`config.mk`:
```
export PLATFORM = sky130hd
export DESIGN_NAME = shifter_operand_loader_flat
export DESIGN_NICKNAME = d
export VERILOG_FILES = /design/src/rtl/shifter_operand_loader_pkg.sv /design/src/rtl/shifter_operand_loader_if.sv /design/src/rtl/shifter_operand_loader_btn_debounce.sv /design/src/rtl/shifter_operand_loader.sv /design/src/flat_wrapper.sv
export SDC_FILE = /design/constraint.sdc
export NUM_CORES = 1
export LEC_CHECK = 0
export ABC_AREA = 0
export CAP_MARGIN = 10
export CORE_ASPECT_RATIO = 1.25
export CORE_MARGIN = 1.5
export CORE_UTILIZATION = 40
export CTS_BUF_LIST = sky130_fd_sc_hd__clkbuf_4 sky130_fd_sc_hd__clkbuf_8
export DETAILED_ROUTE_END_ITERATION = 8
export HOLD_SLACK_MARGIN = 0.02
export REMOVE_ABC_BUFFERS = 1
export SYNTH_ARGS = -nofsm -noshare
export SYNTH_HDL_FRONTEND = slang
export SYNTH_SLANG_ARGS = --single-unit
```
`constraint.sdc`:
```
create_clock -name clk -period 2.2 [get_ports clk]
set_input_delay 0.44 -clock clk [delete_from_list [all_inputs] [get_ports clk]]
set_output_delay 0.44 -clock clk [all_outputs]
set_load 0.01 [all_outputs]
```
`src/rtl/shifter_operand_loader_pkg.sv`:
```
`default_nettype none
// ============================================================================
// Module      : shifter_loader_pkg
// Description : Shared types, button indices and switch field bounds for the
//               barrel-shifter operand loader.
// Revision    : 1.0 - initial release
// ============================================================================
package shifter_loader_pkg;

    typedef enum logic [1:0] {
        EMPTY     = 2'd0,
        HAVE_DATA = 2'd1,
        HAVE_CTRL = 2'd2,
        READY     = 2'd3
    } state_t;

    localparam int BTN_DATA  = 1;
    localparam int BTN_CTRL  = 2;
    localparam int BTN_CARRY = 3;
    localparam int BTN_CLR   = 4;

    localparam int OP_MSB_SW  = 1;
    localparam int OP_LSB_SW  = 3;
    localparam int NUM_MSB_SW = 9;
    localparam int NUM_LSB_SW = 16;

    // Only the load presses move the FSM; clear is handled by the caller.
    function automatic state_t load_next_state(state_t cur, logic ld_data, logic ld_ctrl);
        state_t nxt;
        nxt = cur;
        case (cur)
            EMPTY: begin
                if (ld_data && ld_ctrl) nxt = READY;
                else if (ld_data)       nxt = HAVE_DATA;
                else if (ld_ctrl)       nxt = HAVE_CTRL;
            end
            HAVE_DATA: if (ld_ctrl) nxt = READY;
            HAVE_CTRL: if (ld_data) nxt = READY;
            default:   nxt = cur;
        endcase
        return nxt;
    endfunction

endpackage
`default_nettype wire

```
`src/rtl/shifter_operand_loader_if.sv`:
```
`default_nettype none
// ============================================================================
// Module      : shifter_loader_if
// Description : Board-side switch/button inputs and operand outputs.
// Revision    : 1.0 - initial release
// ============================================================================
interface shifter_loader_if;
    logic [1:32] sw;
    logic [1:4]  swb;
    logic [31:0] shift_data;
    logic [2:0]  shift_op;
    logic [7:0]  shift_num;
    logic        carry_flag;
    logic        operands_valid;
    logic        update;
    logic [1:0]  state;

    modport master (
        output sw, swb,
        input  shift_data, shift_op, shift_num, carry_flag, operands_valid, update, state
    );

    modport slave (
        input  sw, swb,
        output shift_data, shift_op, shift_num, carry_flag, operands_valid, update, state
    );
endinterface
`default_nettype wire

```
`src/rtl/shifter_operand_loader_btn_debounce.sv`:
```
`default_nettype none
// ============================================================================
// Module      : btn_debounce
// Description : Two-flop synchroniser, counter debounce and registered
//               rising-edge press detect for one push-button.
// Revision    : 1.0 - initial release
// ============================================================================
module btn_debounce #(
    parameter int DEBOUNCE_CYCLES = 500000,
    parameter int CNT_W           = 20,
    parameter bit PULSE_OUT       = 1'b1
) (
    input  wire logic clk,
    input  wire logic rst,
    input  wire logic raw,
    output logic      out
);

    localparam logic [CNT_W-1:0] C_CNT_LAST = CNT_W'(DEBOUNCE_CYCLES - 1);

    logic             r_sync1;
    logic             r_sync2;
    logic             r_deb;
    logic             r_deb_q;
    logic             r_press;
    logic [CNT_W-1:0] r_cnt;

    always_ff @(posedge clk) begin
        if (rst) begin
            r_sync1 <= 1'b0;
            r_sync2 <= 1'b0;
            r_deb   <= 1'b0;
            r_deb_q <= 1'b0;
            r_press <= 1'b0;
            r_cnt   <= '0;
        end else begin
            r_sync1 <= raw;
            r_sync2 <= r_sync1;
            r_deb_q <= r_deb;
            r_press <= r_deb & ~r_deb_q;
            if (r_sync2 == r_deb) begin
                r_cnt <= '0;
            end else if (r_cnt == C_CNT_LAST) begin
                r_deb <= r_sync2;
                r_cnt <= '0;
            end else begin
                r_cnt <= r_cnt + 1'b1;
            end
        end
    end

    // Level-type buttons (carry) expose the debounced level instead of a pulse.
    assign out = PULSE_OUT ? r_press : r_deb;

endmodule
`default_nettype wire

```
`src/rtl/shifter_operand_loader.sv`:
```
`default_nettype none
// ============================================================================
// Module      : shifter_operand_loader
// Description : Debounces the board buttons and sequences loading of the
//               barrel-shifter operands from the slide switches.
// Revision    : 1.0 - initial release
// ============================================================================
module shifter_operand_loader
    import shifter_loader_pkg::*;
#(
    parameter int DEBOUNCE_CYCLES = 500000,
    parameter int CNT_W           = 20
) (
    input  wire logic        clk,
    input  wire logic        rst,
    shifter_loader_if.slave  bus
);

    logic [1:4]  w_btn;
    logic        w_ld_data;
    logic        w_ld_ctrl;
    logic        w_clr;
    state_t      w_next;

    state_t      r_state;
    logic [31:0] r_data;
    logic [2:0]  r_op;
    logic [7:0]  r_num;
    logic        r_carry;
    logic        r_valid;
    logic        r_update;

    generate
        for (genvar gi = 1; gi <= 4; gi++) begin : g_btn
            btn_debounce #(
                .DEBOUNCE_CYCLES (DEBOUNCE_CYCLES),
                .CNT_W           (CNT_W),
                .PULSE_OUT       (gi != BTN_CARRY)
            ) u_debounce (
                .clk (clk),
                .rst (rst),
                .raw (bus.swb[gi]),
                .out (w_btn[gi])
            );
        end
    endgenerate

    assign w_ld_data = w_btn[BTN_DATA];
    assign w_ld_ctrl = w_btn[BTN_CTRL];
    assign w_clr     = w_btn[BTN_CLR];
    assign w_next    = load_next_state(r_state, w_ld_data, w_ld_ctrl);

    always_ff @(posedge clk) begin
        if (rst) begin
            r_state  <= EMPTY;
            r_data   <= '0;
            r_op     <= '0;
            r_num    <= '0;
            r_carry  <= 1'b0;
            r_valid  <= 1'b0;
            r_update <= 1'b0;
        end else begin
            r_carry  <= w_btn[BTN_CARRY];
            r_update <= w_clr | w_ld_data | w_ld_ctrl;
            // Clear outranks any load arriving in the same cycle.
            if (w_clr) begin
                r_state <= EMPTY;
                r_data  <= '0;
                r_op    <= '0;
                r_num   <= '0;
                r_valid <= 1'b0;
            end else begin
                if (w_ld_data) begin
                    r_data <= bus.sw;
                end
                if (w_ld_ctrl) begin
                    r_op  <= bus.sw[OP_MSB_SW:OP_LSB_SW];
                    r_num <= bus.sw[NUM_MSB_SW:NUM_LSB_SW];
                end
                r_state <= w_next;
                r_valid <= (w_next == READY);
            end
        end
    end

    assign bus.shift_data     = r_data;
    assign bus.shift_op       = r_op;
    assign bus.shift_num      = r_num;
    assign bus.carry_flag     = r_carry;
    assign bus.operands_valid = r_valid;
    assign bus.update         = r_update;
    assign bus.state          = r_state;

endmodule
`default_nettype wire

```
`src/flat_wrapper.sv`:
```
// flat-port wrapper written by rule: the top's interface ports become plain ports
module shifter_operand_loader_flat import shifter_loader_pkg::*;
#(
    parameter int DEBOUNCE_CYCLES = 500000,
    parameter int CNT_W           = 20
)
  (clk, rst, bus_sw, bus_swb, bus_shift_data, bus_shift_op, bus_shift_num, bus_carry_flag, bus_operands_valid, bus_update, bus_state);
  shifter_loader_if bus_i ();
  input  wire logic clk;
  input  wire logic rst;
  input wire logic [$bits(bus_i.sw)-1:0] bus_sw;
  input wire logic [$bits(bus_i.swb)-1:0] bus_swb;
  output wire logic [$bits(bus_i.shift_data)-1:0] bus_shift_data;
  output wire logic [$bits(bus_i.shift_op)-1:0] bus_shift_op;
  output wire logic [$bits(bus_i.shift_num)-1:0] bus_shift_num;
  output wire logic [$bits(bus_i.carry_flag)-1:0] bus_carry_flag;
  output wire logic [$bits(bus_i.operands_valid)-1:0] bus_operands_valid;
  output wire logic [$bits(bus_i.update)-1:0] bus_update;
  output wire logic [$bits(bus_i.state)-1:0] bus_state;
  assign bus_i.sw = bus_sw;
  assign bus_i.swb = bus_swb;
  assign bus_shift_data = bus_i.shift_data;
  assign bus_shift_op = bus_i.shift_op;
  assign bus_shift_num = bus_i.shift_num;
  assign bus_carry_flag = bus_i.carry_flag;
  assign bus_operands_valid = bus_i.operands_valid;
  assign bus_update = bus_i.update;
  assign bus_state = bus_i.state;
  shifter_operand_loader #(.DEBOUNCE_CYCLES(DEBOUNCE_CYCLES), .CNT_W(CNT_W)) u_core (.clk(clk), .rst(rst), .bus(bus_i));
endmodule
```
==> flow_metrics.tcl, run 1 <==
set metrics [dict create \
    routed_wl_um 11900 \
    numCtsBuffers 17 \
    drc_errors 0 \
    cts_resized 0 \
    final.setup.worst_slack_ps 242.9 \
    drt_iter0_markers 202 \
    crit_slowest_cell "or4b_1" \
    busiest_layer "met2" \
    grt_pass1_wl_um 20530 \
    utilization_pct 51.13 \
    cp.required_ps 2510 \
    antenna_found_initial 0 \
    layoutNonFillerInstCount 902 \
    clockBufferDepth 2 \
    fp.dieW_um 111.1 \
    die-area_um2 15340 \
    vias_per_cell 5.133 \
    synth_edf_count 0 \
    globalRouteMet1Util_pct 19.37 \
    place_worst_setup_slack_ps 132.7 \
    io_pins 86 \
    synthSimpleGateAreaFrac_pct 25.00 \
    track_usage_pct 16.18 \
    post_cts_buffers 0 \
    power_density_nw_per_um2 705.2 \
    hold_viol_final 0 \
    place_congestion 0.7788 \
    power_leakage_nw 2.371 \
    crit_fanout 18 \
    period_share_pct 88.96 \
    synth_top_cell_by_area "dfxtp_1" \
    synthXorXnorAreaFrac_pct 7.198 \
    wl_per_cell_um 13.19 \
    coreArea_um2 14350 \
    placed_area_um2 6873 \
    finalSetupViolCount 0 \
    ys_seq_area_share_pct 50.04 \
    ir_worst_vdd_v 0.0005002 \
    cts-hold-fix-buffers 0 \
    setup_tns_ps 0 \
    syn_to_final_growth_pct 25.60 \
    crit_type "flop to flop" \
    hold_class "flop to flop" \
    vias 4630 \
    mostFrequentLayoutCells "145 x dfxtp_1, 105 x nor2_1, 85 x clkdlybuf4s50_1" \
    dp.cells 871 \
    rsz0062_at_grt "false" \
    clk_latency_ps 440 \
    worst_pin_slew_ps 573.6 \
    drive_gt1_share_pct 6.630 \
    fin_skew_ps 9.833 \
    synth.distinct_cells 39 \
    start_util_pct 40.71 \
    synth-compound-area-share_pct 6.598 \
    syn-cell-area_um2 5841 \
    cap_violations 0 \
    ys_warn_count 0 \
    async_flop_share_pct 0 \
    cts_num_sinks 146 \
    worstPathArrival_ps 2270 \
    synthMuxAreaShare_pct 7.369 \
    grt_pass1_vias 4460 \
    max_freq_mhz 511.0 \
    synth_top_area_share_pct 50.04 \
    rows 49 \
    gr-total-overflow 0 \
    synth_top_family_by_area "simple AND/OR/NAND/NOR gates" \
    first_pass_iters 6 \
    fp.dieH_um 138.1 \
    hold_slack_ps 378.0 \
    p_total_mw 5.173 \
    synthTopCellsByArea "dfxtp_1 50%, mux2i_1 7.4%, nor2_1 6.7%, xor2_1 4.3%, xnor2_1 2.8%" \
    grt_use_met3_pct 4.998 \
    status "finished clean" \
    grt_max_degree 47 \
    period_minus_slack_ps 1957 \
    synthAdderAreaFrac_pct 0.8569 \
    ys_seq_elements 146 \
    ant_nets 0 \
    max_stage_delay_ps 540 \
    startpoint_type "flop" \
    finalNetCount 754 \
    htreeDepth 4 \
    port_buffers 85 \
    met2_usage_pct 27.19 \
    clk_root_buffer_cell "clkbuf_8" \
    relSlewSlack_pct 61.76 \
    syn_inst 628 \
    synth_flop_cell "dfxtp_1" \
    cts_tree "built" \
    postSynthAreaPerCell_um2 9.300 \
    diodes 0 \
    drv_slew 0 \
    end_kind "flop" \
    hpwlAfterDp_um 8282 \
    postLayoutCellArea_um2 7336 \
    final_common_cell "dfxtp_1" \
    clk_pin_slew_ps 70 \
    worstPathCellList "or4b_1 -> nor3b_2 -> a21o_1 -> nor2_1" \
]
-- cell families after synthesis --
logic type                 Yosys count
adders and majority gates            4
and+or+nand+nor                    278
buffers and inverters               41
DFF                                146
muxes                               43
AOI/OAI and AO/OA                   68
xor gates and xnor gates            48
-- area by class of cell --
type / instances / area [um^2]
Inverter: 11 / 41.29
Tap cell: 178 / 222.7
Clock buffer: 21 / 282.8
Clock inverter: 10 / 180.2
Timing Repair Buffer: 95 / 938.4
Fill cell: 1371 / 7010
Multi-Input combinational cell: 441 / 2746
Sequential cell: 146 / 2924
-- power by group --
part / switching, mW / internal (mW) / leakage, nW
registers: 0.00442 / 2.65 / 1.18
clock network: 0.955 / 1.44 / 0.231
logic: 0.0478 / 0.0754 / 0.962
total: 1.01 / 4.17 / 2.37
-- synthesized netlist by cell type (2+ instances only) --
master	n
nand3_1	25
buf_1	6
and4_1	6
and2_1	6
inv_1	11
ha_1	4
o21ai_0	16
o21ai_1	3
nor2b_1	15
or4_1	17
xnor2_1	19
nor4_1	7
buf_2	8
nor3_1	4
nor4b_1	3
dfxtp_1	146
or4b_1	2
a21oi_1	32
nor2_1	105
mux2i_1	43
clkbuf_1	14
or3_1	18
nand2_1	28
buf_4	2
nand4_1	22
o31ai_1	15
and3_1	11
xor2_1	29
-- metal layers --
layer	part of all wire, %	up-vias	routed length [um]
met1	46	2147	5459
met4	1.7	0	199
li1	-	2356	-
met3	5.2	19	615
met5	0	-	0
met2	47	108	5626
-- registers in the layout (all words and copies together) (netlist names) --
| register | count |
|---|---|
| u_core.g_btn.u_debounce.r_cnt | 80 |
| u_core.bus.shift_data | 32 |
| u_core.bus.shift_num | 8 |
| u_core.g_btn.u_debounce.out | 4 |
| u_core.g_btn.u_debounce.r_sync1 | 4 |
| u_core.g_btn.u_debounce.r_sync2 | 4 |
| u_core.bus.shift_op | 3 |
| u_core.g_btn.u_debounce.r_deb | 3 |
| u_core.g_btn.u_debounce.r_deb_q | 3 |
| u_core.bus.state | 2 |
| u_core.bus.carry_flag | 1 |
| u_core.bus.operands_valid | 1 |
| u_core.bus.update | 1 |
-- path summary, 6_finish.rpt --
path,start,end,slack (ps),depth (start not counted)
setup / recovery,u_core.g_btn[1].u_debounce.r_cnt[6],u_core.g_btn[1].u_debounce.r_cnt[7],240,4
hold / removal,u_core.g_btn[1].u_debounce.r_deb_q,u_core.g_btn[1].u_debounce.out,380,1
setup reg to reg,u_core.g_btn[1].u_debounce.r_cnt[6],u_core.g_btn[1].u_debounce.r_cnt[7],240,4
hold reg to reg,u_core.g_btn[1].u_debounce.r_deb_q,u_core.g_btn[1].u_debounce.out,380,1
-- critical path: cells and delay by family, from the launching register on --
| kind | cells | cell delay (ps) |
|---|---|---|
| and+or+nand+nor | 3 | 940 |
| DFF | 1 | 360 |
| AOI/OAI and AO/OA | 1 | 530 |
Note: power is estimated with default switching activity, not from simulation.
==> inputs of run 2 (changes only) <==
--- a/config.mk
+++ b/config.mk
@@ -7,12 +7,10 @@
 export LEC_CHECK = 0
 export ABC_AREA = 0
 export CAP_MARGIN = 10
-export CORE_ASPECT_RATIO = 1.25
 export CORE_MARGIN = 1.5
 export CORE_UTILIZATION = 40
 export CTS_BUF_LIST = sky130_fd_sc_hd__clkbuf_4 sky130_fd_sc_hd__clkbuf_8
 export DETAILED_ROUTE_END_ITERATION = 8
-export HOLD_SLACK_MARGIN = 0.02
 export REMOVE_ABC_BUFFERS = 1
 export SYNTH_ARGS = -nofsm -noshare
 export SYNTH_HDL_FRONTEND = slang
==> run 2 against run 1 <==
Effect of this change: routed wire length fell by 1.8%; via count is 0.30% lower; non-clock buffer count did not move; global-route usage decreased by 0.29 points; count of clock-buffer cells in the layout up 2; die area is essentially flat; sequential share of layout area grew 0.095 points; clock power decreased by 3%; worst hold slack gained 4.4 ps; power fell by 1.4%; sequential power hardly changed; flip-flop and latch count is the same; critical path type unchanged; critical endpoint is now u_core.g_btn[1].u_debounce.r_cnt[17].
==> flow_metrics.tcl, run 2 (synthesis results as in run 1) <==
set metrics [dict create \
    cts_resized 0 \
    finalNetCount 754 \
    largest-register "u_core.g_btn.u_debounce.r_cnt" \
    hold-path-cell-count 1 \
    drive_gt1_share_pct 6.759 \
    p_sw_mw 1.001 \
    relSlewSlack_pct 43.57 \
    cts_tree "built" \
    internal-power_mw 4.101 \
    grt_max_degree 47 \
    fp.dieH_um 123.8 \
    period_share_pct 84.29 \
    largest_reg_flops 80 \
    post_cts_buffers 0 \
    start_util_pct 41.59 \
    clk_root_buffer_cell "clkbuf_8" \
    track_usage_pct 15.89 \
    hpwlAfterDp_um 8210 \
    p_clk_share_pct 45.6 \
    grt_pass1_vias 4355 \
    crit_fanout 8 \
    crit_type "flop to flop" \
    first_pass_iters 4 \
    wl_per_cell_um 12.91 \
    combPwrFrac_pct 2.3 \
    routed_wl_um 11680 \
    drt_iter0_markers 187 \
    ir_worst_vdd_v 0.0006514 \
    die-area_um2 15340 \
    cap_violations 0 \
    coreArea_um2 14040 \
    ant_nets 0 \
    clk_pin_slew_ps 80 \
    max_freq_mhz 539.3 \
    worst_pin_slew_ps 846.5 \
    setup_tns_ps 0 \
    period_minus_slack_ps 1854 \
    fin_skew_ps 9.143 \
    rsz0062_at_grt "false" \
    power_density_nw_per_um2 697.2 \
    status "finished clean" \
    diodes 0 \
    p_sw_share_pct 19.62 \
    final_common_cell "dfxtp_1" \
    hold_viol_final 0 \
    vias 4616 \
    clockBufferDepth 2 \
    hold_class "flop to flop" \
    finalSetupViolCount 0 \
    clk_latency_ps 440 \
    worstPathArrival_ps 2210 \
    final.setup.worst_slack_ps 345.7 \
    io_pins 86 \
    startpoint_type "flop" \
    htreeDepth 4 \
    p_total_mw 5.102 \
    gr-total-overflow 0 \
    vias_per_cell 5.101 \
    antenna_found_initial 0 \
    seqPwrFrac_pct 52.0 \
    mostFrequentLayoutCells "145 x dfxtp_1, 105 x nor2_1, 85 x clkdlybuf4s50_1" \
    port_buffers 85 \
    drc_errors 0 \
    rows 43 \
    drv_slew 0 \
    syn_to_final_growth_pct 25.30 \
    fillers 1302 \
    place_worst_setup_slack_ps 236.3 \
    cts_num_sinks 146 \
    power_leakage_nw 2.367 \
    numCtsBuffers 17 \
    cts-hold-fix-buffers 0 \
    fp.dieW_um 123.8 \
    cp.required_ps 2560 \
    end_kind "flop" \
    grt_pass1_wl_um 19240 \
    place_congestion 0.8016 \
    r2r_cells 4 \
]
## run 2: changes by cell type in the layout (fill, tap and decap cells not counted), sizes merged
cell | previous run | this run
clkinv | 3 | 4
clkinvlp | 2 | 1
bufinv | 5 | 4
clkbuf | 21 | 23
## run 2: path summary, 6_finish.rpt
| path | from | endpoint | slack, ps |
|---|---|---|---|
| worst min register to register | u_core.g_btn[2].u_debounce.r_deb_q | u_core.g_btn[2].u_debounce.out | 380 |
| worst min-delay path | u_core.g_btn[2].u_debounce.r_deb_q | u_core.g_btn[2].u_debounce.out | 380 |
| worst max-delay path | u_core.g_btn[1].u_debounce.r_cnt[6] | u_core.g_btn[1].u_debounce.r_cnt[17] | 350 |
| worst max register to register | u_core.g_btn[1].u_debounce.r_cnt[6] | u_core.g_btn[1].u_debounce.r_cnt[17] | 350 |
## run 2: metal layers
metal  GRT usage [%]  vias to the layer above  wire [um]
met1           18.83                     2147       5359
met2           27.18                       92       5473
li1                -                     2364          -
met4           6.466                        0        133
met5               0                        -          0
met3           4.350                       13        715
## run 2: power groups by stage
stage               Sequential, mW  Combinational, mW  Clock [mW]
floorplan                     2.71             0.0298           0
global placement              2.72              0.118           0
detailed placement            2.72              0.121           0
CTS                           2.65              0.122        2.40
global route                  2.65              0.131        2.50
finish                        2.65              0.120        2.33
## run 2: final cells by class
type | count | area (um^2) | area share, %
Sequential cell | 146 | 2924 | 39.96
Tap cell | 180 | 225.2 | 3.077
Clock inverter | 9 | 151.4 | 2.069
Inverter | 11 | 41.29 | 0.5642
Timing Repair Buffer | 95 | 925.9 | 12.65
Multi-Input combinational cell | 441 | 2746 | 37.53
Clock buffer | 23 | 304.0 | 4.155
## run 2: critical path, cell delays in order (launching register included)
cell and delay, ps:
dfxtp_1 420, and3_1 310, nand4_1 270, or4b_1 580, a21oi_1 190
## run 2: through the flow
step / util, % / instances / area (um^2) / hold WS, ps
after CTS: 52.12 / 905 / 7318 / 383.5
final: 52.12 / 905 / 7318 / 382.4
after floorplan: - / 598 / 5710 / 367.4
after global routing: 52.12 / 905 / 7318 / 398.1
after global placement: 48.87 / 873 / 6863 / 367.9
after detailed placement: 48.87 / 873 / 6863 / 372.4
==> inputs of run 3 (changes only) <==
==> constraint.sdc (replaced) <==
create_clock -name clk -period 1.7 [get_ports clk]
set_input_delay 0.34 -clock clk [delete_from_list [all_inputs] [get_ports clk]]
set_output_delay 0.34 -clock clk [all_outputs]
set_load 0.01 [all_outputs]
==> run 3 against run 2 <==
Effect of this change: setup slack worse by 290 ps; combinational power is 45% higher; largest power group unchanged; power is 21% higher; sequential power is 30% higher; fmax is 13% higher; clock power is 9.9% higher; register-to-register slack worse by 290 ps; global-route usage is 0.90 points higher; core utilization is 3.0 points higher.
==> flow_metrics.tcl, run 3 (synthesis results as in run 1) <==
set metrics [dict create \
    power_leakage_nw 3.082 \
    worstPathArrival_ps 2020 \
    vias_per_cell 5.057 \
    cpMostUsedCell "or3_1" \
    power_density_nw_per_um2 797.1 \
    end_kind "flop" \
    max_freq_mhz 606.9 \
    track_usage_pct 16.79 \
    status "finished clean" \
    cp.depth 4 \
    place_worst_setup_slack_ps 5.741 \
    numCtsBuffers 17 \
    clk_root_buffer_cell "clkbuf_8" \
    crit_slowest_cell "or3_1" \
    gr-total-overflow 0 \
    ant_nets 0 \
    fin_skew_ps 6.763 \
    crit_fanout 3 \
    max_stage_delay_ps 420 \
    grt_max_degree 21 \
    worstPathCellList "or3_1 -> or3_1 -> or3_1 -> a21oi_1" \
    vias 4824 \
    antenna_found_initial 0 \
    largest_reg_flops 80 \
    die-area_um2 15340 \
    worst_pin_slew_ps 401.8 \
    hold-path-cell-count 1 \
    rsz0062_at_grt "true" \
    clockBufferDepth 2 \
    coreArea_um2 14040 \
    diodes 0 \
    final_common_cell "dfxtp_1" \
    htreeDepth 4 \
    ir_worst_vdd_v 0.0005116 \
    wl_per_cell_um 13.08 \
    crit_type "flop to flop" \
    drt_iter0_markers 181 \
    largest-register "u_core.g_btn.u_debounce.r_cnt" \
    final.setup.worst_slack_ps 52.31 \
    drive_gt1_share_pct 14.99 \
    clk_pin_slew_ps 70 \
    place_congestion 0.8167 \
    hpwlAfterDp_um 8847 \
    r2r_cells 4 \
    utilization_pct 55.09 \
    routed_wl_um 12480 \
    drc_errors 0 \
    fp.dieW_um 123.8 \
    hold_class "flop to flop" \
    finalNetCount 803 \
    cts_num_sinks 146 \
    port_buffers 85 \
    period_share_pct 96.92 \
    drv_slew 0 \
    io_pins 86 \
    first_pass_iters 4 \
    cts_tree "built" \
    fp.dieH_um 123.8 \
    cp.required_ps 2080 \
    finalSetupViolCount 0 \
    hold_slack_ps 379.4 \
    hold_viol_final 0 \
    critPathTopFamily "simple AND/OR/NAND/NOR gates" \
    period_minus_slack_ps 1648 \
    relSlewSlack_pct 73.22 \
    grt_pass1_vias 4557 \
    syn_to_final_growth_pct 32.46 \
    path_buf_inv 0 \
    cap_violations 0 \
    mostFrequentLayoutCells "139 x dfxtp_1, 105 x nor2_1, 53 x buf_4" \
    rows 43 \
    startpoint_type "flop" \
    clk_latency_ps 440 \
    start_util_pct 41.59 \
    grt_pass1_wl_um 20240 \
]
-- run 3: layout make-up --
class | instances | area [um^2]
fill | 1271 | 6306
tap | 180 | 225.2
clock buffer | 17 | 234.0
multi-input combinational | 441 | 2814
inverter | 11 | 41.29
clock inverter | 15 | 143.9
sequential | 146 | 2932
timing repair buffer | 144 | 1346
-- run 3: routing by layer --
metal	up-vias	GRT usage (%)	wire, um	share of wire, %
met1	2238	19.93	5605	45
met3	16	4.716	723	5.8
met2	104	27.97	5954	48
met5	-	0	0	0
li1	2466	-	-	-
met4	0	8.118	200	1.6
-- run 3: through the flow --
stage                     setup TNS (ps)  cell area [um^2]  total power, mW  instances
after global placement                 0              7238            3.685        918
final                                  0              7736            6.166        954
after global routing              -79.13              7736            6.421        954
after CTS                              0              7581            6.265        950
after floorplan                   -14690              5710            3.552        598
after detailed placement               0              7238            3.686        918
-- run 3: worst paths after layout --
path                                                          start  slack, ps                             end
worst min register to register   u_core.g_btn[1].u_debounce.r_deb_q        380  u_core.g_btn[1].u_debounce.out
worst max register to register  u_core.g_btn[3].u_debounce.r_cnt[5]         50  u_core.g_btn[3].u_debounce.out
worst max-delay path            u_core.g_btn[3].u_debounce.r_cnt[5]         50  u_core.g_btn[3].u_debounce.out
worst min-delay path             u_core.g_btn[1].u_debounce.r_deb_q        380  u_core.g_btn[1].u_debounce.out
-- run 3: report_power, final --
part	switching, mW	leakage [nW]	internal [mW]	total, mW
registers	0.00643	1.18	3.43	3.44
logic	0.0661	1.71	0.108	0.174
clock network	1.27	0.191	1.29	2.56
total	1.34	3.08	4.82	6.17
-- run 3: what timing repair did --
| action | in CTS | in global routing |
|---|---|---|
| buffers inserted | 0 | 3 |
| setup endpoints to repair | 28 | 96 |
| pin swaps | 0 | 7 |
| cloned | 0 | 1 |
| hold buffers | 0 | 0 |
| gates resized for setup | 28 | 43 |
